<file path="src/rtl/uart_tx_fifo.sv">
// UART transmitter with a small write FIFO, internal baud divider, runtime
// parity (none/even/odd) and one or two stop bits; frames are sent back-to-back.
module uart_tx_fifo #(
  parameter int DATA_BITS    = 8,
  parameter int CLKS_PER_BIT = 16,
  parameter int FIFO_DEPTH   = 4
) (
  input  logic                          clk,
  input  logic                          rst_n,
  input  logic [DATA_BITS-1:0]          din,
  input  logic                          wr_en,
  input  logic [1:0]                    parity_mode,
  input  logic                          two_stop,
  output logic                          tx,
  output logic                          tx_busy,
  output logic                          full,
  output logic [$clog2(FIFO_DEPTH):0]   fifo_count,
  output logic                          overflow,
  output logic [2:0]                    dbg_state_o
);

  localparam int PTR_W  = $clog2(FIFO_DEPTH);
  localparam int CNT_W  = PTR_W + 1;
  localparam int BAUD_W = $clog2(CLKS_PER_BIT);
  localparam int IDX_W  = $clog2(DATA_BITS);
  localparam logic [BAUD_W-1:0] BAUD_LAST = BAUD_W'(CLKS_PER_BIT - 1);
  localparam logic [IDX_W-1:0]  IDX_LAST  = IDX_W'(DATA_BITS - 1);
  localparam logic [CNT_W-1:0]  DEPTH_C   = CNT_W'(FIFO_DEPTH);

  typedef enum logic [2:0] {S_IDLE, S_START, S_DATA, S_PARITY, S_STOP} state_e;

  state_e                state_q, state_d;
  logic [BAUD_W-1:0]     baud_q, baud_d;
  logic [IDX_W-1:0]      idx_q, idx_d;
  logic [DATA_BITS-1:0]  shift_q, shift_d;
  logic [DATA_BITS-1:0]  data_q, data_d;
  logic                  par_en_q, par_en_d;
  logic                  par_odd_q, par_odd_d;
  logic                  two_stop_q, two_stop_d;
  logic                  stop2_q, stop2_d;
  logic                  tx_q, tx_d;
  logic                  ovf_q;
  logic [PTR_W-1:0]      wr_ptr_q, rd_ptr_q;
  logic [CNT_W-1:0]      count_q, count_d;
  logic [DATA_BITS-1:0]  mem_q [FIFO_DEPTH];

  logic push, pop, bit_done;

  assign full        = (count_q == DEPTH_C);
  assign push        = wr_en && !full;
  assign bit_done    = (baud_q == BAUD_LAST);
  assign count_d     = count_q + CNT_W'(push) - CNT_W'(pop);
  assign tx          = tx_q;
  assign tx_busy     = (state_q != S_IDLE);
  assign fifo_count  = count_q;
  assign overflow    = ovf_q;
  assign dbg_state_o = state_q;

  always_comb begin
    state_d    = state_q;
    baud_d     = baud_q;
    idx_d      = idx_q;
    shift_d    = shift_q;
    data_d     = data_q;
    par_en_d   = par_en_q;
    par_odd_d  = par_odd_q;
    two_stop_d = two_stop_q;
    stop2_d    = stop2_q;
    pop        = 1'b0;
    tx_d       = 1'b1;

    if (state_q != S_IDLE) begin
      baud_d = bit_done ? '0 : baud_q + BAUD_W'(1);
    end

    case (state_q)
      S_IDLE: begin
        if (count_q != '0) pop = 1'b1;
      end
      S_START: begin
        if (bit_done) begin
          state_d = S_DATA;
          idx_d   = '0;
        end
      end
      S_DATA: begin
        if (bit_done) begin
          if (idx_q == IDX_LAST) begin
            state_d = par_en_q ? S_PARITY : S_STOP;
            stop2_d = 1'b0;
          end else begin
            idx_d   = idx_q + IDX_W'(1);
            shift_d = shift_q >> 1;
          end
        end
      end
      S_PARITY: begin
        if (bit_done) begin
          state_d = S_STOP;
          stop2_d = 1'b0;
        end
      end
      S_STOP: begin
        if (bit_done) begin
          if (two_stop_q && !stop2_q) stop2_d = 1'b1;
          else if (count_q != '0)     pop     = 1'b1;
          else                        state_d = S_IDLE;
        end
      end
      default: state_d = S_IDLE;
    endcase

    // A pop loads the next frame and latches its line settings.
    if (pop) begin
      state_d    = S_START;
      baud_d     = '0;
      shift_d    = mem_q[rd_ptr_q];
      data_d     = mem_q[rd_ptr_q];
      par_en_d   = (parity_mode == 2'b01) || (parity_mode == 2'b10);
      par_odd_d  = (parity_mode == 2'b10);
      two_stop_d = two_stop;
    end

    case (state_d)
      S_START:  tx_d = 1'b0;
      S_DATA:   tx_d = shift_d[0];
      S_PARITY: tx_d = (^data_q) ^ par_odd_q;
      default:  tx_d = 1'b1;
    endcase
  end

  always_ff @(posedge clk or negedge rst_n) begin
    if (!rst_n) begin
      state_q    <= S_IDLE;
      baud_q     <= '0;
      idx_q      <= '0;
      shift_q    <= '0;
      data_q     <= '0;
      par_en_q   <= 1'b0;
      par_odd_q  <= 1'b0;
      two_stop_q <= 1'b0;
      stop2_q    <= 1'b0;
      tx_q       <= 1'b1;
      ovf_q      <= 1'b0;
      wr_ptr_q   <= '0;
      rd_ptr_q   <= '0;
      count_q    <= '0;
    end else begin
      state_q    <= state_d;
      baud_q     <= baud_d;
      idx_q      <= idx_d;
      shift_q    <= shift_d;
      data_q     <= data_d;
      par_en_q   <= par_en_d;
      par_odd_q  <= par_odd_d;
      two_stop_q <= two_stop_d;
      stop2_q    <= stop2_d;
      tx_q       <= tx_d;
      ovf_q      <= wr_en && full;
      count_q    <= count_d;
      if (push) wr_ptr_q <= wr_ptr_q + PTR_W'(1);
      if (pop)  rd_ptr_q <= rd_ptr_q + PTR_W'(1);
    end
  end

  always_ff @(posedge clk) begin
    if (push) mem_q[wr_ptr_q] <= din;
  end

endmodule

</file>
<file path="config.mk">
export PLATFORM = sky130hd
export DESIGN_NAME = uart_tx_fifo
export DESIGN_NICKNAME = d
export VERILOG_FILES = /design/src/rtl/uart_tx_fifo.sv
export SDC_FILE = /design/constraint.sdc
export NUM_CORES = 1
export LEC_CHECK = 0
export BUFFER_PORTS_ARGS = -buffer_cell sky130_fd_sc_hd__buf_2
export CAP_MARGIN = 10
export CORE_UTILIZATION = 30
export DETAILED_ROUTE_END_ITERATION = 10
export PLACE_DENSITY_LB_ADDON = 0.15
export RECOVER_POWER = 25
export SETUP_SLACK_MARGIN = 0.2
export SLEW_MARGIN = 20
export SYNTH_ARGS = -nofsm -noshare
export SYNTH_HDL_FRONTEND = slang
export SYNTH_SLANG_ARGS = --single-unit
export TNS_END_PERCENT = 10
</file>
<file path="constraint.sdc">
create_clock -name clk -period 7.6 [get_ports clk]
set_input_delay 1.52 -clock clk [delete_from_list [all_inputs] [get_ports clk]]
set_output_delay 1.52 -clock clk [all_outputs]
set_load 0.005 [all_outputs]
</file>
* Word-level counts from Yosys, hierarchy flattened
Memory sizes are Yosys's and may differ from the RTL's. Index checks and enable logic that the tools add are counted.
Word-level totals: memories kept 1, memory bits (writable) 32, register bits 39, output and inout bits 10
Cells by class: eq/ne operators 20, reduce and logical (&&, ||, !) cells 18, bitwise gates (word level) 1, muxes and demuxes 34, $add $sub $neg 6
Memory list:
- mem_q | words 4, width 8, read ports 1, clocked after memory_dff 0, write ports 1, line 45 | logic [DATA_BITS-1:0] mem_q [FIFO_DEPTH];
Operators with widths (number):
- $mux 3 | 12
- $mux 8 | 4
- $ne 2x2->1 const B | 8
- $pmux 3 s5 | 1
- $eq 3x2->1 const B | 4
- $mux 4 | 3
- $mux 1 | 10
- $eq 3x3->1 const B | 3
- $reduce_bool 3->1 | 3
- $reduce_bool 2->1 | 4
- $reduce_xor 8->1 | 1
- $eq 3x1->1 const B | 2
- $pmux 1 s3 | 2
- $pmux 3 s2 | 1
- $reduce_and 6->1 | 1
- $add 2x1->2 const B | 2
- $add 4x1->4 const B | 1
- $eq 4x4->1 const B | 1
- $reduce_and 4->1 | 1
- $add 3x1->3 | 1
- $add 3x1->3 const B | 1
- $logic_and 1x1->1 | 3
- $logic_not 3->1 | 1
- $reduce_and 3->1 | 1
- 7 further kinds | 8

* Logic depth before layout (Yosys ltp)
Gate-level depths: netlist (run 1).
depth after elaboration 8, depth in mapped cells 13

* Worst setup path before layout (run 1)
Ideal clock, no wire load.
path kind input -> register, start in wr_en, end reg count_q[2], in the netlist fifo_count[2], stages 8, setup slack 4650 ps, arrival time 2827 ps, setup time 123 ps, data required time 7477 ps, cells stage by stage and2_1 > inv_1 > ha_1 > inv_1 > ha_1 > fa_1 > xnor2_1 > xnor2_1
On the way: longest elaborated chain between the ends 3
Ends and longest elaborated chain:
- start: declaration | line 11 | input logic wr_en,
- $logic_and 1x1->1 | line 50 | assign push = wr_en && !full;
- $add 3x1->3 | line 52 | assign count_d = count_q + CNT_W'(push) - CNT_W'(pop);
- $sub 3x1->3 | line 52
- net count_d[2] | line 44 | logic [CNT_W-1:0] count_q, count_d;
- end signal: assignment | line 160 | count_q <= count_d;
- end: declaration | line 44
The timed path passes the listed nets, and every way through them passes these cells. A chain may end at the register's enable or synchronous reset.

* Worst setup path after layout (run 1)
start reg baud_q[0], end reg count_q[2], in the netlist fifo_count[2]
On the way: longest elaborated chain between the ends 4
Ends and longest elaborated chain:
- start: declaration | line 33 | logic [BAUD_W-1:0] baud_q, baud_d;
- start signal: assignment | line 150 | baud_q <= baud_d;
- $eq 4x4->1 | line 51 | assign bit_done = (baud_q == BAUD_LAST);
- $mux 1 | line 104 | if (bit_done) begin
- $pmux 1 s2 | line 76 | case (state_q)
- $sub 3x1->3 | line 52
- net count_d[2] | line 44
The timed path passes the listed nets, and every way through them passes these cells.

==> flow_metrics.env, run 1 <==
export IMPL_fin_crit_sh_pct=41.9
export IMPL_gr_usage_all_layers_pct=11.4
export IMPL_floorplan_initialDensity_pct=31.5
export IMPL_syn_avg_cell_area_um2=13.6
export IMPL_seqCellArea_um2=1940
export IMPL_multi_input_area_um2=1060
export IMPL_power_density_nw_per_um2=256
export IMPL_post_cts_setup_buffers=0
export IMPL_min_from="idx_q[0]"
export IMPL_rows=36
export IMPL_viasPerCell=4.48
export IMPL_drcViolationCount=0
export IMPL_core_um2=9950
export IMPL_cts_root_buffer="clkbuf_8"
export IMPL_portBuffers=23
export IMPL_post_dp_hpwl_um=3870
export IMPL_hold_path_class="reg -> reg"
export IMPL_final_common_cell="nand2_1"
export IMPL_synth_ff_type="dfrtp_1"
export IMPL_r2r_start="baud_q[0]"
export IMPL_antennaDiodeCount=0
export IMPL_gp_congestion=0.722
export IMPL_htreeDepth=3
export IMPL_synthDistinctLibCells=45
export IMPL_rr_worst_depth=11
export IMPL_syn_nets=255
export IMPL_wl_um=5590
export IMPL_period_minus_slack_ns=3.19
export IMPL_r2r_end="fifo_count[2]"
export IMPL_relSlewSlack_pct=41.1
export IMPL_cts_tree="built"
export IMPL_grt_ovfl_total=0
export IMPL_syn_area_um2=3140
export IMPL_cp_max_fo=21
export IMPL_synth_edf_count=32
export IMPL_clk_pin_slew_worst_paths_ns=0.08
export IMPL_setup_viol=0
export IMPL_grt_max_degree=40
export IMPL_areaGrowthSynthToFinish_pct=12.0
export IMPL_antenna_found_initial=0
export IMPL_ioPinCount=24
export IMPL_grt_pass1_vias=1822
export IMPL_grt_pass1_wl_um=9450
export IMPL_worst_pin_slew_ns=0.883
export IMPL_ir_drop_mv=0.123
export IMPL_clock_latency_ns=0.34
export IMPL_postRouteAntennaNets=0
export IMPL_critPathCaptureType="flip-flop"
export IMPL_cts_buffer_depth=2
export IMPL_numCtsBuffers=9
export IMPL_tns_ns=0
export IMPL_critPathKind="reg -> reg"
export IMPL_startpoint_type="flip-flop"
export IMPL_drive_gt1_share_pct=17.2
export IMPL_die_w_um=104
export IMPL_status="finished clean"
export IMPL_worstPathArrival_ns=3.45
export IMPL_hold_depth=1
export IMPL_drv_slew=0
export IMPL_cts_hold_buf=0
export IMPL_wl_per_cell_um=14.2
export IMPL_syn_inst=230
export IMPL_fmax_mhz=314
export IMPL_fin_nets=281
export IMPL_cts_sinks=71
export IMPL_cp_required_ns=7.86
export IMPL_rrSetupSlack_ns=4.41
export IMPL_yosysWarnings=0
export IMPL_fill_cells=990
export IMPL_first_iter_violations=54
export IMPL_layout_common_cells="39 x nand2_1, 38 x dfrtp_1, 32 x edfxtp_1"
export IMPL_maxCapViolCount=0
export IMPL_vias=1764
export IMPL_die_y_um=104
export IMPL_die_area_um2=10900
export IMPL_drtPass1Iterations=5
export IMPL_cts_resized=0
export IMPL_min_to="idx_q[0]"
export IMPL_ys_ff_latch=71
export IMPL_hold_violations=0
export IMPL_final_core_util_pct=35.3
export IMPL_synthArstFlopShare_pct=54.9
export IMPL_cellLeakagePower_nw=1.51
export IMPL_yosysSeqAreaShare_pct=61.8
export IMPL_fin_skew_ns=0.00895
export IMPL_rsz0062_at_grt="false"
-- cells in the mapped netlist (2+ instances only) --
master | count | area (um2)
dfrtp_1 | 38 | 951
nand2_1 | 38 | 143
edfxtp_1 | 32 | 961
o21ai_0 | 12 | 60.1
ha_1 | 10 | 125
inv_1 | 10 | 37.5
xnor2_1 | 10 | 87.6
mux2i_1 | 8 | 80.1
mux4_2 | 8 | 180
and3_1 | 6 | 37.5
nor2_1 | 6 | 22.5
a22o_1 | 4 | 35.0
buf_6 | 4 | 45.0
a21o_1 | 3 | 22.5
a21oi_1 | 3 | 15.0
buf_4 | 3 | 22.5
and2_1 | 2 | 12.5
nand3_1 | 2 | 10.0
nor2b_1 | 2 | 12.5
nor3_1 | 2 | 10.0
o21ai_1 | 2 | 10.0
xor2_1 | 2 | 17.5
-- layer usage --
| metal | vias up | part of all wire (%) | GRT usage [%] | routed length, um |
|---|---|---|---|---|
| met1 | 860 | 51 | 15.6 | 2870 |
| met2 | 30 | 44 | 16.7 | 2480 |
| met3 | 4 | 3.3 | 3.95 | 184 |
| met4 | 0 | 1.1 | 3.67 | 59 |
| met5 | - | 0 | 0 | 0 |
| li1 | 870 | - | - | - |
-- report_power, final --
part | switching (mW) | internal (mW) | leakage (nW)
sequential | 0.0230 | 0.456 | 0.770
combinational | 0.0686 | 0.0514 | 0.642
clock | 0.147 | 0.155 | 0.101
-- cell type report --
class,count,area share [%]
flip-flops and latches,71,55.2
well taps,133,4.74
multi-input cells,140,30.2
clock buffers,9,3.53
repair buffers,23,2.96
clock inverters,7,2.21
inverters,11,1.18
-- state kept, by name (all words and copies together) (netlist names) --
signal	count
baud_q	4
data_q	8
dbg_state_o	3
fifo_count	3
idx_q	3
mem_q	32
overflow	1
par_en_q	1
par_odd_q	1
rd_ptr_q	2
shift_q	8
stop2_q	1
two_stop_q	1
tx	1
wr_ptr_q	2
-- critical path, stage by stage (launching register included) --
cell	delay (ns)
dfrtp_1	0.41
ha_1	0.25
nand3_1	0.14
o21ai_0	0.31
nand3_2	0.44
inv_2	0.45
ha_1	0.19
inv_1	0.04
ha_1	0.18
fa_1	0.37
xnor2_1	0.18
xnor2_1	0.14
-- per-stage QoR --
step	worst slack [ns]	area [um2]	power, mW	hold WS [ns]	instances
floorplan	4.65	3140	0.560	0.457	230
global placement	4.47	3350	0.611	0.480	378
detailed placement	4.38	3350	0.612	0.485	378
CTS	4.49	3550	0.919	0.497	394
global route	4.12	3510	0.955	0.499	394
finish	4.41	3510	0.900	0.486	394
-- cell families after synthesis --
| family | share of synthesized area, % |
|---|---|
| AOI/OAI and AO/OA | 7.14 |
| xor gates and xnor gates | 4.07 |
| adders and majority gates | 4.63 |
| buffers and inverters | 3.59 |
| DFF | 61.8 |
| muxes | 8.30 |
| and+or+nand+nor | 10.5 |
-- worst max path at each step --
stage	from	to	slack, ns	cells past startpoint
after floorplan	wr_en	fifo_count[2]	4.65	8
final	baud_q[0]	fifo_count[2]	4.41	11
after detailed placement	wr_en	fifo_count[2]	4.38	9
after global routing	baud_q[0]	fifo_count[2]	4.12	11
after CTS	baud_q[0]	fifo_count[2]	4.49	11
after global placement	wr_en	fifo_count[2]	4.47	9
Note: power is estimated with default switching activity, not from simulation.
==> run 2, diff against run 1 <==
==> constraint.sdc (replaced) <==
create_clock -name clk -period 3.2 [get_ports clk]
set_input_delay 0.64 -clock clk [delete_from_list [all_inputs] [get_ports clk]]
set_output_delay 0.64 -clock clk [all_outputs]
set_load 0.005 [all_outputs]
==> flow_metrics.env, run 2 (synthesis gave the netlist of run 1 again) <==
export IMPL_maxCapViolCount=1
export IMPL_drv_slew=40
export IMPL_crit_buf_inv=2
export IMPL_setup_viol=0
export IMPL_floorplan_initialDensity_pct=31.5
export IMPL_ir_drop_mv=0.205
export IMPL_gr_usage_all_layers_pct=11.6
export IMPL_grt_pass1_wl_um=9560
export IMPL_post_cts_setup_buffers=0
export IMPL_cp_required_ns=3.48
export IMPL_core_um2=9950
export IMPL_design_area_um2=3540
export IMPL_areaGrowthSynthToFinish_pct=12.8
export IMPL_hold_slack_ns=0.485
export IMPL_rsz0062_at_grt="false"
export IMPL_cellLeakagePower_nw=1.51
export IMPL_cts_resized=0
export IMPL_cpPeakStageDelay_ns=0.43
export IMPL_cpMaxStageDelayCell="dfrtp_1"
export IMPL_post_dp_hpwl_um=3800
export IMPL_drcViolationCount=0
export IMPL_grt_max_degree=40
export IMPL_grt_ovfl_total=0
export IMPL_first_iter_violations=87
export IMPL_fin_crit_sh_pct=72.2
export IMPL_htreeDepth=3
export IMPL_fmax_mhz=433
export IMPL_hold_violations=0
export IMPL_drive_gt1_share_pct=19.8
export IMPL_portBuffers=23
export IMPL_relSlewSlack_pct=-43.6
export IMPL_cts_tree="built"
export IMPL_path_delay_family="adder cells"
export IMPL_power_density_nw_per_um2=593
export IMPL_die_w_um=104
export IMPL_clock_latency_ns=0.35
export IMPL_cpMostUsedCell="ha_1"
export IMPL_viasPerCell=4.51
export IMPL_violations="max-capacitance violations, max-slew violations"
export IMPL_cts_sinks=71
export IMPL_vias=1784
export IMPL_postRouteAntennaNets=0
export IMPL_die_area_um2=10900
export IMPL_worst_pin_slew_ns=2.15
export IMPL_fill_cells=989
export IMPL_antenna_found_initial=0
export IMPL_layout_common_cells="38 x nand2_1, 38 x dfrtp_1, 32 x edfxtp_1"
export IMPL_drtPass1Iterations=4
export IMPL_startpoint_type="flip-flop"
export IMPL_cts_hold_buf=0
export IMPL_die_y_um=104
export IMPL_critPathCaptureType="flip-flop"
export IMPL_period_minus_slack_ns=2.31
export IMPL_critPathKind="reg -> reg"
export IMPL_cts_buffer_depth=2
export IMPL_rows=36
export IMPL_top_register="mem_q"
export IMPL_hold_path_class="reg -> reg"
export IMPL_grt_pass1_vias=1833
export IMPL_fin_skew_ns=0.0113
export IMPL_ioPinCount=24
export IMPL_cts_root_buffer="clkbuf_8"
export IMPL_wl_um=5730
export IMPL_cp_cell_sequence="ha_1, nand3_1, o21ai_2, nand3_2, inv_2, ha_1, inv_1, ha_1, fa_1, xnor2_1, xnor2_1"
export IMPL_antennaDiodeCount=0
export IMPL_clk_pin_slew_worst_paths_ns=0.08
export IMPL_worstPathArrival_ns=2.59
export IMPL_status="finished, violations left"
export IMPL_wl_per_cell_um=14.5
export IMPL_tns_ns=0
export IMPL_top_regs="mem_q: 32 flops, data_q: 8 flops, shift_q: 8 flops"
export IMPL_gp_congestion=0.728
export IMPL_largest_reg_flops=32
export IMPL_numCtsBuffers=9
export IMPL_cp_max_fo=5
export IMPL_fin_nets=283
export IMPL_place_area_um2=3360
run 2: final timing paths:
path	endpoint	slack [ns]	from	cells after the start
min in group asynchronous	idx_q[2]	0.91	rst_n	1
setup / recovery	fifo_count[2]	0.89	baud_q[0]	11
setup reg to reg	fifo_count[2]	0.89	baud_q[0]	11
hold / removal	idx_q[0]	0.48	idx_q[0]	1
hold reg to reg	idx_q[0]	0.48	idx_q[0]	1
max in group asynchronous	shift_q[3]	1.05	rst_n	1
run 2: layout make-up:
cell class / count / area [um2] / share of cell area [%]
Timing Repair Buffer: 25 / 119 / 3.36
Clock buffer: 9 / 124 / 3.50
Multi-Input combinational cell: 140 / 1090 / 30.7
Tap cell: 133 / 166 / 4.70
Clock inverter: 7 / 62.6 / 1.77
Inverter: 11 / 41.3 / 1.17
Sequential cell: 71 / 1940 / 54.8
run 2: where the power goes:
group,switching [mW],leakage [nW],internal (mW)
clock network,0.384,0.0927,0.297
logic,0.160,0.652,0.121
registers,0.0526,0.770,1.08
run 2: metrics by stage:
| step | total power [mW] | util, % | instances | setup slack (ns) |
|---|---|---|---|---|
| after floorplan | 1.33 | - | 230 | 0.739 |
| after global placement | 1.45 | 33.8 | 380 | 0.936 |
| after detailed placement | 1.45 | 33.8 | 380 | 0.892 |
| after CTS | 2.14 | 35.6 | 396 | 0.881 |
| after global routing | 2.21 | 35.5 | 396 | 0.594 |
| final | 2.10 | 35.5 | 396 | 0.891 |
run 2: worst reg2reg max path, cell delays in order (launching register included):
cell and delay, ns:
dfrtp_1 0.43, ha_1 0.27, nand3_1 0.15, o21ai_2 0.10, nand3_2 0.10, inv_2 0.04, ha_1 0.26, inv_1 0.04
ha_1 0.18, fa_1 0.37, xnor2_1 0.18, xnor2_1 0.13
run 2: metal layers:
layer / routed length, um / track usage [%] / vias to the layer above / share of wire [%]
met5: 0 / 0 / - / 0
met4: 100 / 4.59 / 0 / 1.7
met3: 215 / 3.70 / 10 / 3.8
met2: 2530 / 16.7 / 29 / 44
met1: 2890 / 16.1 / 870 / 50
li1: - / - / 875 / -
